<file path="config.mk">
export PLATFORM = sky130hd
export DESIGN_NAME = data_cache
export DESIGN_NICKNAME = d
export VERILOG_FILES = /design/src/rtl/data_cache_pkg.sv /design/src/rtl/data_cache_array.sv /design/src/rtl/data_cache.sv
export SDC_FILE = /design/constraint.sdc
export NUM_CORES = 2
export LEC_CHECK = 0
export ABC_AREA = 1
export BUFFER_PORTS_ARGS = -buffer_cell sky130_fd_sc_hd__buf_2
export CORE_MARGIN = 1.5
export CORE_UTILIZATION = 50
export DETAILED_ROUTE_END_ITERATION = 6
export PLACE_DENSITY = 0.7
export SLEW_MARGIN = 5
export SYNTH_ARGS = -nofsm -noshare
export SYNTH_HDL_FRONTEND = slang
export SYNTH_SLANG_ARGS = --single-unit
</file>
<file path="constraint.sdc">
create_clock -name clk -period 7.36 [get_ports clk]
set_input_delay 1.104 -clock clk [delete_from_list [all_inputs] [get_ports clk]]
set_output_delay 1.104 -clock clk [all_outputs]
set_load 0.05 [all_outputs]
</file>
<file path="src/rtl/data_cache_pkg.sv">
// Shared codes and helpers for the direct-mapped write-back data cache.
// The top and the storage array both import this package.
package data_cache_pkg;

  localparam int ADDR_WIDTH       = 17;
  localparam int LEN              = 32;
  localparam int VECTOR_SIZE      = 8;
  localparam int ENTRY_INDEX_SIZE = 3;
  localparam int CACHE_SIZE       = 16;
  localparam int CACHE_INDEX_SIZE = 4;
  localparam int TAG_WIDTH        = ADDR_WIDTH - CACHE_INDEX_SIZE - 2;

  typedef enum logic [1:0] {ST_IDLE = 2'b00, ST_BUSY = 2'b01, ST_DONE = 2'b10} status_e;
  typedef enum logic [1:0] {VIS_NONE = 2'b00, VIS_READ = 2'b01, VIS_WRITE = 2'b10} vis_e;

  localparam logic [2:0] DT_BYTE = 3'b001;
  localparam logic [2:0] DT_HALF = 3'b010;
  localparam logic [2:0] DT_WORD = 3'b011;

  typedef enum logic [2:0] {S_IDLE, S_LOOKUP, S_WRITEBACK, S_REFILL, S_DONE} state_e;

  // Byte lanes touched by a scalar store; anything that is not byte/half is a word.
  function automatic logic [3:0] store_mask(input logic [2:0] dt, input logic [1:0] off);
    case (dt)
      DT_BYTE: store_mask = 4'b0001 << off;
      DT_HALF: store_mask = off[1] ? 4'b1100 : 4'b0011;
      default: store_mask = 4'b1111;
    endcase
  endfunction

  function automatic logic [LEN-1:0] load_extract(input logic [2:0] dt, input logic [1:0] off,
                                                  input logic [LEN-1:0] line);
    logic [LEN-1:0] shifted;
    shifted = line >> {off, 3'b000};
    case (dt)
      DT_BYTE: load_extract = LEN'(shifted[7:0]);
      DT_HALF: load_extract = off[1] ? LEN'(line[31:16]) : LEN'(line[15:0]);
      default: load_extract = line;
    endcase
  endfunction

endpackage

</file>
<file path="src/rtl/data_cache_array.sv">
// Tag/valid/dirty/data storage for the one-word-line data cache with a
// combinational hit compare; all updates target the currently addressed line.
module data_cache_array
  import data_cache_pkg::*;
(
  input  logic                        clk,
  input  logic                        rst,
  input  logic [CACHE_INDEX_SIZE-1:0] index,
  input  logic [TAG_WIDTH-1:0]        tag,
  output logic                        hit,
  output logic [LEN-1:0]              line_data,
  output logic                        victim_dirty,
  output logic [TAG_WIDTH-1:0]        victim_tag,
  input  logic                        write_en,
  input  logic [3:0]                  write_mask,
  input  logic [LEN-1:0]              write_data,
  input  logic                        install_en,
  input  logic [LEN-1:0]              install_data,
  input  logic                        clear_dirty
);

  logic [CACHE_SIZE-1:0] valid;
  logic [CACHE_SIZE-1:0] dirty;
  logic [TAG_WIDTH-1:0]  tags [CACHE_SIZE];
  logic [LEN-1:0]        data [CACHE_SIZE];

  assign hit          = valid[index] && (tags[index] == tag);
  assign line_data    = data[index];
  assign victim_dirty = valid[index] && dirty[index];
  assign victim_tag   = tags[index];

  always_ff @(posedge clk) begin
    if (rst) begin
      valid <= '0;
      dirty <= '0;
    end else if (install_en) begin
      valid[index] <= 1'b1;
      dirty[index] <= 1'b0;
    end else if (write_en) begin
      dirty[index] <= 1'b1;
    end else if (clear_dirty) begin
      dirty[index] <= 1'b0;
    end
  end

  // NOTE: tag and data arrays are deliberately not reset; valid gates every use, and unreset arrays can map onto RAM.
  always_ff @(posedge clk) begin
    if (install_en) begin
      tags[index] <= tag;
      data[index] <= install_data;
    end else if (write_en) begin
      for (int b = 0; b < 4; b++)
        if (write_mask[b]) data[index][8*b +: 8] <= write_data[8*b +: 8];
    end
  end

endmodule

</file>
<file path="src/rtl/data_cache.sv">
// Direct-mapped write-back, write-allocate data cache; vector accesses are
// sequenced as one lookup per 32-bit element against single-word lines.
module data_cache
  import data_cache_pkg::*;
(
  input  logic                        clk,
  input  logic                        rst,
  input  logic                        mem_vis_enabled,
  input  logic [1:0]                  memory_vis_signal,
  input  logic                        is_vector,
  input  logic [2:0]                  data_type,
  input  logic [ENTRY_INDEX_SIZE:0]   vector_length,
  input  logic [ADDR_WIDTH-1:0]       mem_data_addr,
  input  logic [LEN-1:0]              mem_write_scalar_data,
  input  logic [LEN*VECTOR_SIZE-1:0]  mem_write_vector_data,
  output logic [LEN-1:0]              scalar_data,
  output logic [LEN*VECTOR_SIZE-1:0]  vector_data,
  output logic [1:0]                  mem_vis_status,
  input  logic [LEN-1:0]              mem_data,
  input  logic [1:0]                  mem_status,
  output logic [1:0]                  d_cache_mem_vis_signal,
  output logic [ADDR_WIDTH-1:0]       d_cache_mem_vis_addr,
  output logic [LEN-1:0]              mem_writen_data,
  output logic [2:0]                  write_length
);

  state_e state, next_state;

  logic                          req_write, req_vector;
  logic [2:0]                    req_type;
  logic [ENTRY_INDEX_SIZE:0]     req_len, elem;
  logic [ADDR_WIDTH-1:0]         req_addr, cur_addr;
  logic [LEN-1:0]                req_sdata;
  logic [LEN*VECTOR_SIZE-1:0]    req_vdata;
  logic [ENTRY_INDEX_SIZE-1:0]   elem_idx;

  logic                          hit, victim_dirty, lookup_hit;
  logic                          write_en, install_en, clear_dirty;
  logic [LEN-1:0]                line_data, wr_data;
  logic [3:0]                    wr_mask;
  logic [TAG_WIDTH-1:0]          victim_tag;
  logic [CACHE_INDEX_SIZE-1:0]   index;
  logic                          accept, last_elem, empty_vector;

  assign accept       = (state == S_IDLE) && mem_vis_enabled && (memory_vis_signal != VIS_NONE);
  assign elem_idx     = elem[ENTRY_INDEX_SIZE-1:0];
  assign cur_addr     = req_addr + ADDR_WIDTH'({elem, 2'b00});
  assign index        = cur_addr[CACHE_INDEX_SIZE+1:2];
  assign empty_vector = req_vector && (req_len == '0);
  assign last_elem    = !req_vector || (elem == req_len - 1'b1);

  always_comb begin
    wr_mask = store_mask(req_type, cur_addr[1:0]);
    wr_data = req_sdata;
    if (req_vector) begin
      wr_mask = 4'b1111;
      wr_data = req_vdata[LEN*elem_idx +: LEN];
    end else if (req_type == DT_BYTE) begin
      wr_data = {4{req_sdata[7:0]}};
    end else if (req_type == DT_HALF) begin
      wr_data = {2{req_sdata[15:0]}};
    end
  end

  data_cache_array u_array (
    .clk          (clk),
    .rst          (rst),
    .index        (index),
    .tag          (cur_addr[ADDR_WIDTH-1:CACHE_INDEX_SIZE+2]),
    .hit          (hit),
    .line_data    (line_data),
    .victim_dirty (victim_dirty),
    .victim_tag   (victim_tag),
    .write_en     (write_en),
    .write_mask   (wr_mask),
    .write_data   (wr_data),
    .install_en   (install_en),
    .install_data (mem_data),
    .clear_dirty  (clear_dirty)
  );

  // NOTE: sequential state is updated with <= so every flop samples pre-edge values regardless of block order.
  always_ff @(posedge clk) begin
    if (rst) state <= S_IDLE;
    else     state <= next_state;
  end

  // NOTE: every output of this block gets a default first, so no path through the case can infer a latch.
  always_comb begin
    next_state             = state;
    lookup_hit             = 1'b0;
    write_en               = 1'b0;
    install_en             = 1'b0;
    clear_dirty            = 1'b0;
    mem_vis_status         = ST_IDLE;
    d_cache_mem_vis_signal = VIS_NONE;
    d_cache_mem_vis_addr   = '0;
    mem_writen_data        = '0;
    write_length           = 3'd0;
    case (state)
      S_IDLE: if (accept) next_state = S_LOOKUP;
      S_LOOKUP: begin
        mem_vis_status = ST_BUSY;
        if (empty_vector) begin
          next_state = S_DONE;
        end else if (hit) begin
          lookup_hit = 1'b1;
          write_en   = req_write;
          if (last_elem) next_state = S_DONE;
        end else begin
          next_state = victim_dirty ? S_WRITEBACK : S_REFILL;
        end
      end
      S_WRITEBACK: begin
        mem_vis_status         = ST_BUSY;
        d_cache_mem_vis_signal = VIS_WRITE;
        d_cache_mem_vis_addr   = {victim_tag, index, 2'b00};
        mem_writen_data        = line_data;
        write_length           = 3'd4;
        if (mem_status == ST_DONE) begin
          clear_dirty = 1'b1;
          next_state  = S_REFILL;
        end
      end
      S_REFILL: begin
        mem_vis_status         = ST_BUSY;
        d_cache_mem_vis_signal = VIS_READ;
        d_cache_mem_vis_addr   = {cur_addr[ADDR_WIDTH-1:2], 2'b00};
        if (mem_status == ST_DONE) begin
          install_en = 1'b1;
          next_state = S_LOOKUP;
        end
      end
      S_DONE: begin
        mem_vis_status = ST_DONE;
        next_state     = S_IDLE;
      end
      default: next_state = S_IDLE;
    endcase
  end

  always_ff @(posedge clk) begin
    if (rst) begin
      req_write   <= 1'b0;
      req_vector  <= 1'b0;
      req_type    <= '0;
      req_len     <= '0;
      req_addr    <= '0;
      req_sdata   <= '0;
      req_vdata   <= '0;
      elem        <= '0;
      scalar_data <= '0;
      vector_data <= '0;
    end else begin
      if (accept) begin
        req_write  <= (memory_vis_signal == VIS_WRITE);
        req_vector <= is_vector;
        req_type   <= data_type;
        req_len    <= (vector_length > (ENTRY_INDEX_SIZE+1)'(VECTOR_SIZE))
                      ? (ENTRY_INDEX_SIZE+1)'(VECTOR_SIZE) : vector_length;
        req_addr   <= mem_data_addr;
        req_sdata  <= mem_write_scalar_data;
        req_vdata  <= mem_write_vector_data;
        elem       <= '0;
        if (is_vector && memory_vis_signal != VIS_WRITE) vector_data <= '0;
      end
      if (lookup_hit) begin
        elem <= elem + 1'b1;
        if (!req_write) begin
          if (req_vector) vector_data[LEN*elem_idx +: LEN] <= line_data;
          else            scalar_data <= load_extract(req_type, cur_addr[1:0], line_data);
        end
      end
    end
  end

endmodule
</file>
======== Yosys cells after proc, flatten, opt, wreduce, memory -nomap -nowiden ========
Memories as Yosys holds them, arrays and structs flattened.
Index checks and enable logic that the tools add are counted.
word-level totals
  output and inout bits ................... 344
  register bits after elaboration ......... 641
  bits in writable memories ............... 688
  memories kept ........................... 2
  logic and storage cells ................. 140
operators by class
  $lt $le $gt $ge ......................... 3
  bitwise operators ....................... 10
  $add $sub $neg .......................... 4
  shift operators ......................... 5
  reductions and logical operators ........ 17
  equal/unequal tests ..................... 15
  muxes and demuxes ....................... 71
memory list
  name          depth  width  rd ports  clocked after memory_dff  wr ports  RTL line                text
  u_array.data  16     32     1         0                         1         data_cache_array.sv:25  logic [LEN-1:0] data [CACHE_SIZE];
  u_array.tags  16     11     1         0                         1         data_cache_array.sv:24  logic [TAG_WIDTH-1:0] tags [CACHE_SIZE];
operators with widths
  cell                       count
  $mux 256                   6
  $bwmux 256                 1
  $shift 32x34->256 const A  1
  $shiftx 256x9->32          1
  $shiftx 32x34->256         1
  $mux 32                    4
  $mux 16                    4
  $pmux 32 s2                1
  $neg 8->34                 1
  $pmux 17 s2                1
  $mux 8                     4
  $or 16x16->16              2
  $shr 32x5->8               1
  $mux 1                     31
  $mux 3                     7
  $mux 4                     5
  $add 17x6->17              1
  $and 16x16->16             1
  $not 16->16                1
  $pmux 3 s4                 1
  $eq 11x11->1               1
  $eq 3x2->1 const B         3
  $bmux 1 s4                 2
  $ne 2x2->1 const B         4
  other kinds (26)           40

======== Longest topological paths before layout ========
  word-level depth ........................ 11
  mapped depth ............................ 27

======== Modules after synthesis ========
From an unflattened synthesis, not the netlist that was laid out.
unflattened totals
  cells, all modules ...................... 6,119
  area total of the unflattened synthesis .. 55,909.9 sq um
by module, submodules not included
  module            times used  seq. area each (sq um)  cells an instance  area each (sq um)
  data_cache_array  1           21,300.4                2,022              28,083.2
  data_cache        1           12,191.7                4,097              27,826.7

======== Worst setup path after synthesis ========
Ideal clock, no wire load.
  path type ............................... register to output
  from .................................... reg elem[1]
  to ...................................... out mem_writen_data[17]
  required time ........................... 6,256 ps
  path buffers ............................ 6
  stages on the path, launching flop included .. 15
  data arrival time ....................... 3,738 ps
  path slack .............................. 2,518 ps
  path through ............................ dfxtp_1 inv_1 clkbuf_1 clkbuf_1 fa_1 buf_4 inv_2 nand2_2 buf_2 buf_1 clkbuf_1 o22ai_1 o21ai_0 nand4_1 nor2_1
between the ends
  longest elaborated chain between the ends .. 3
RTL lines
  item                    RTL line           text
  start, declared         data_cache.sv:31   logic [ENTRY_INDEX_SIZE:0] req_len, elem;
  start signal, assigned  data_cache.sv:168  elem <= elem + 1'b1;
  $add 17x6->17           data_cache.sv:47   assign cur_addr = req_addr + ADDR_WIDTH'({elem, 2'b00});
  $mem_v2 16x32           n/a
  $mux 32                 data_cache.sv:100  case (state)
  end, declared           data_cache.sv:23   output logic [LEN-1:0] mem_writen_data,
No other way between the ends.

======== Worst setup path in the final report ========
  from .................................... reg elem[0]
  to ...................................... out mem_writen_data[13]
The elaborated chain is that of the path after synthesis.

==> results.yml <==
status:
  status: "finished, final reports clean"
floorplan:
  die_y_um: 337.0
  die_w_um: 337.0
  io_pins: 696
  die_area_mm2: 0.1136
  initial_core_util: 0.5040
  core_region_area_mm2: 0.1107
  rows: 122
sta:
  finalCriticalPeriod_ns: 6.758
  worstMarginPinSlew_ns: 1.275
  timing.final.setup_violations: 0
  fin_skew_ns: 0.04577
  slew_viol_final: 0
  timing.setup.tns_ns: 0
  clock.fmax_mhz: 148.0
  rsz0062_at_grt: "no"
  max-slew-margin-rel: 0.1480
  min_period_over_period: 0.9183
  hold_viol: 0
grt:
  grt_usage: 0.3534
  grt_pass1_vias: 45155
  grt_antenna_before_repair: 66
  grt_start_max_net_pins: 249
  grt-ovfl-total: 0
  grt_pass1_wl_um: 296000
clock_network:
  max-clock-path-buffers: 3
  h-tree-depth: 4
  post-cts-setup-buffers: 0
  cts_hold_buf: 0
  worstSkewPairLatency_ns: 0.77
  cts_tree: "yes"
  clkSinkCount: 1329
  clock-root-buffer: "clkbuf_16"
  path_clk_slew_ns: 0.06
  cts_inserted_buffers: 139
  cts_resized: 0
cells_and_area:
  final_cell_mix: "nor2_1, nand2_1, o21ai_0"
  areaGrowthSynthToFinish_pct: 16.28
  drive_gt1_frac: 0.1563
  post-route-util: 0.5860
  nNetsFinal: 7193
  layout_commonest_cell: "nor2_1"
routing:
  wire_per_inst_um: 24.63
  vias: 50425
  routed_wl_um: 208400
  drt_iter0_drc: 7526
  post-route-drc-count: 0
  postRouteAntennaNets: 0
  firstDrtPassIters: 6
  vias_per_cell: 5.959
synthesis:
  syn_area_mm2: 0.05577
  yosysSeqAreaShare: 0.6005
  synth-seq-cells: 1329
  synth-edff-count: 688
  yosysWarnings: 0
  syn_avg_cell_area_um2: 8.825
  synth_ff_type: "edfxtp_1"
  syn_inst: 6320
  async_reset_ff_frac: 0
  ys_types: 39
setup_path:
  crit_path_top_delay_cell: "fa_1"
  r2r_end: "vector_data[11]"
  path_cells: "ha_1, inv_1, fa_1, nand2_2, inv_2, buf_4, nand2_1, a31oi_1, o21ai_0, nand2_1, inv_1, nor2_1, buf_2"
  cp.arrival_ns: 5.65
  rr_startpoint: "elem[0]"
  end_kind: "primary output"
  worstRegToRegCells: 21
  crit_type: "flop to primary output"
  slowest_delay_ns: 0.82
  start_kind: "flop"
  timing.reg2reg.setup_slack_ns: 1.28
  required_ns: 6.26
  crit_fanout: 37
min_path:
  holdPathStages: 2
  worstHoldStart: "req_sdata[15]"
  min_to: "req_sdata[15]"
  hold_class: "flop to flop"
place:
  io_buffers: 691
  globalplace.congestion: 0.9850
  post-dp-hpwl_um: 142200
power:
  leakage_nw: 25.99
  power_mw: 20.22
  p_per_area_mw_per_mm2: 311.8
  ir_worst_vdd_mv: 0.2378
run:
  maxCapViolations: 0
[synth_stat cells, drive strengths merged, types with 11 or more instances]
| library cell | instances | area (um2) |
|---|---|---|
| o21ai | 716 | 3583 |
| o211ai | 30 | 225.2 |
| a31oi | 17 | 106.4 |
| inv | 348 | 1306 |
| edfxtp | 688 | 20660 |
| nand3 | 297 | 1496 |
| ha | 11 | 137.6 |
| clkbuf | 318 | 1194 |
| dfxtp | 641 | 12830 |
| nor3 | 42 | 210.2 |
| nand2 | 1006 | 3794 |
| buf | 114 | 546.8 |
| nor2 | 1326 | 5015 |
| o221ai | 36 | 315.3 |
| o22ai | 179 | 1120 |
| a21oi | 333 | 1667 |
| nand4 | 23 | 143.9 |
| o21a | 30 | 225.2 |
| or2 | 34 | 212.7 |
| a22oi | 100 | 750.7 |
[how the worst max path moves through the flow]
stage / slack (ns) / start / end
global route: 0.47 / elem[0] / mem_writen_data[31]
detailed placement: 1.47 / elem[0] / vector_data[11]
CTS: 0.81 / elem[0] / mem_writen_data[24]
global placement: 1.51 / elem[0] / vector_data[11]
finish: 0.60 / elem[0] / mem_writen_data[13]
floorplan: 2.52 / elem[1] / mem_writen_data[17]
[cells by family (layout without fill, tap and decap cells)]
family                     after synthesis  count (layout)  share of synthesized area
AOI/OAI and AO/OA                     1450            1450                     0.1447
xor gates and xnor gates                 7               7                   0.001099
adders and majority gates               12              12                   0.002827
buffers and inverters                  786            1403                    0.05503
DFF                                   1329            1329                     0.6005
other                                    1              38                 0.00006723
and+or+nand+nor                       2735            2735                     0.1958
[critical path: cells and delay by family (launching register included)]
| family | cells | cell delay [ns] |
|---|---|---|
| AOI/OAI and AO/OA | 2 | 0.39 |
| adders and majority gates | 2 | 1.04 |
| buffers and inverters | 5 | 1.48 |
| DFF | 1 | 0.44 |
| and+or+nand+nor | 4 | 1.45 |
[area by class of cell]
| class | instances | area, um2 |
|---|---|---|
| Tap cell | 1488 | 1862 |
| Inverter | 354 | 1351 |
| Multi-Input combinational cell | 4208 | 19290 |
| Clock inverter | 49 | 379.1 |
| Antenna cell | 34 | 85.08 |
| Clock buffer | 203 | 4089 |
| Sequential cell | 1329 | 33500 |
| Fill cell | 9762 | 45810 |
| Timing Repair Buffer | 797 | 4298 |
[layer usage]
| metal | vias to the layer above | wire [um] | part of all wire | global-route usage |
|---|---|---|---|---|
| met2 | 3395 | 90290 | 0.43 | 0.5212 |
| met4 | 46 | 13830 | 0.066 | 0.2081 |
| met5 | - | 295 | 0.0014 | 0 |
| met3 | 687 | 26490 | 0.13 | 0.1045 |
| li1 | 22469 | - | - | - |
| met1 | 23828 | 77510 | 0.37 | 0.4612 |
[power breakdown]
part           internal (mW)  switching, mW
registers               8.29          0.241
logic                   1.08           3.68
clock network           3.99           2.93
[registers in the layout (all words and copies together), names as in the netlist, 4 cells and up, named ones only]
register / flops
u_array.tags: 176
req_sdata: 32
vector_data: 256
req_addr: 17
req_vdata: 256
u_array.valid: 16
elem: 4
scalar_data: 32
u_array.data: 512
req_len: 4
[stage by stage]
step,cells,cell area [um2],worst slack (ns),hold slack [ns]
5_1_grt,8450,64820,0.4682,0.4773
3_5_place_dp,8176,60300,1.473,0.4440
2_1_floorplan,6323,55790,2.518,0.4245
3_3_place_gp,8176,60300,1.508,0.4363
6_report,8462,64850,0.6016,0.4565
4_1_cts,8428,64770,0.8139,0.4525
No activity file was read; power rests on OpenSTA's default activity.
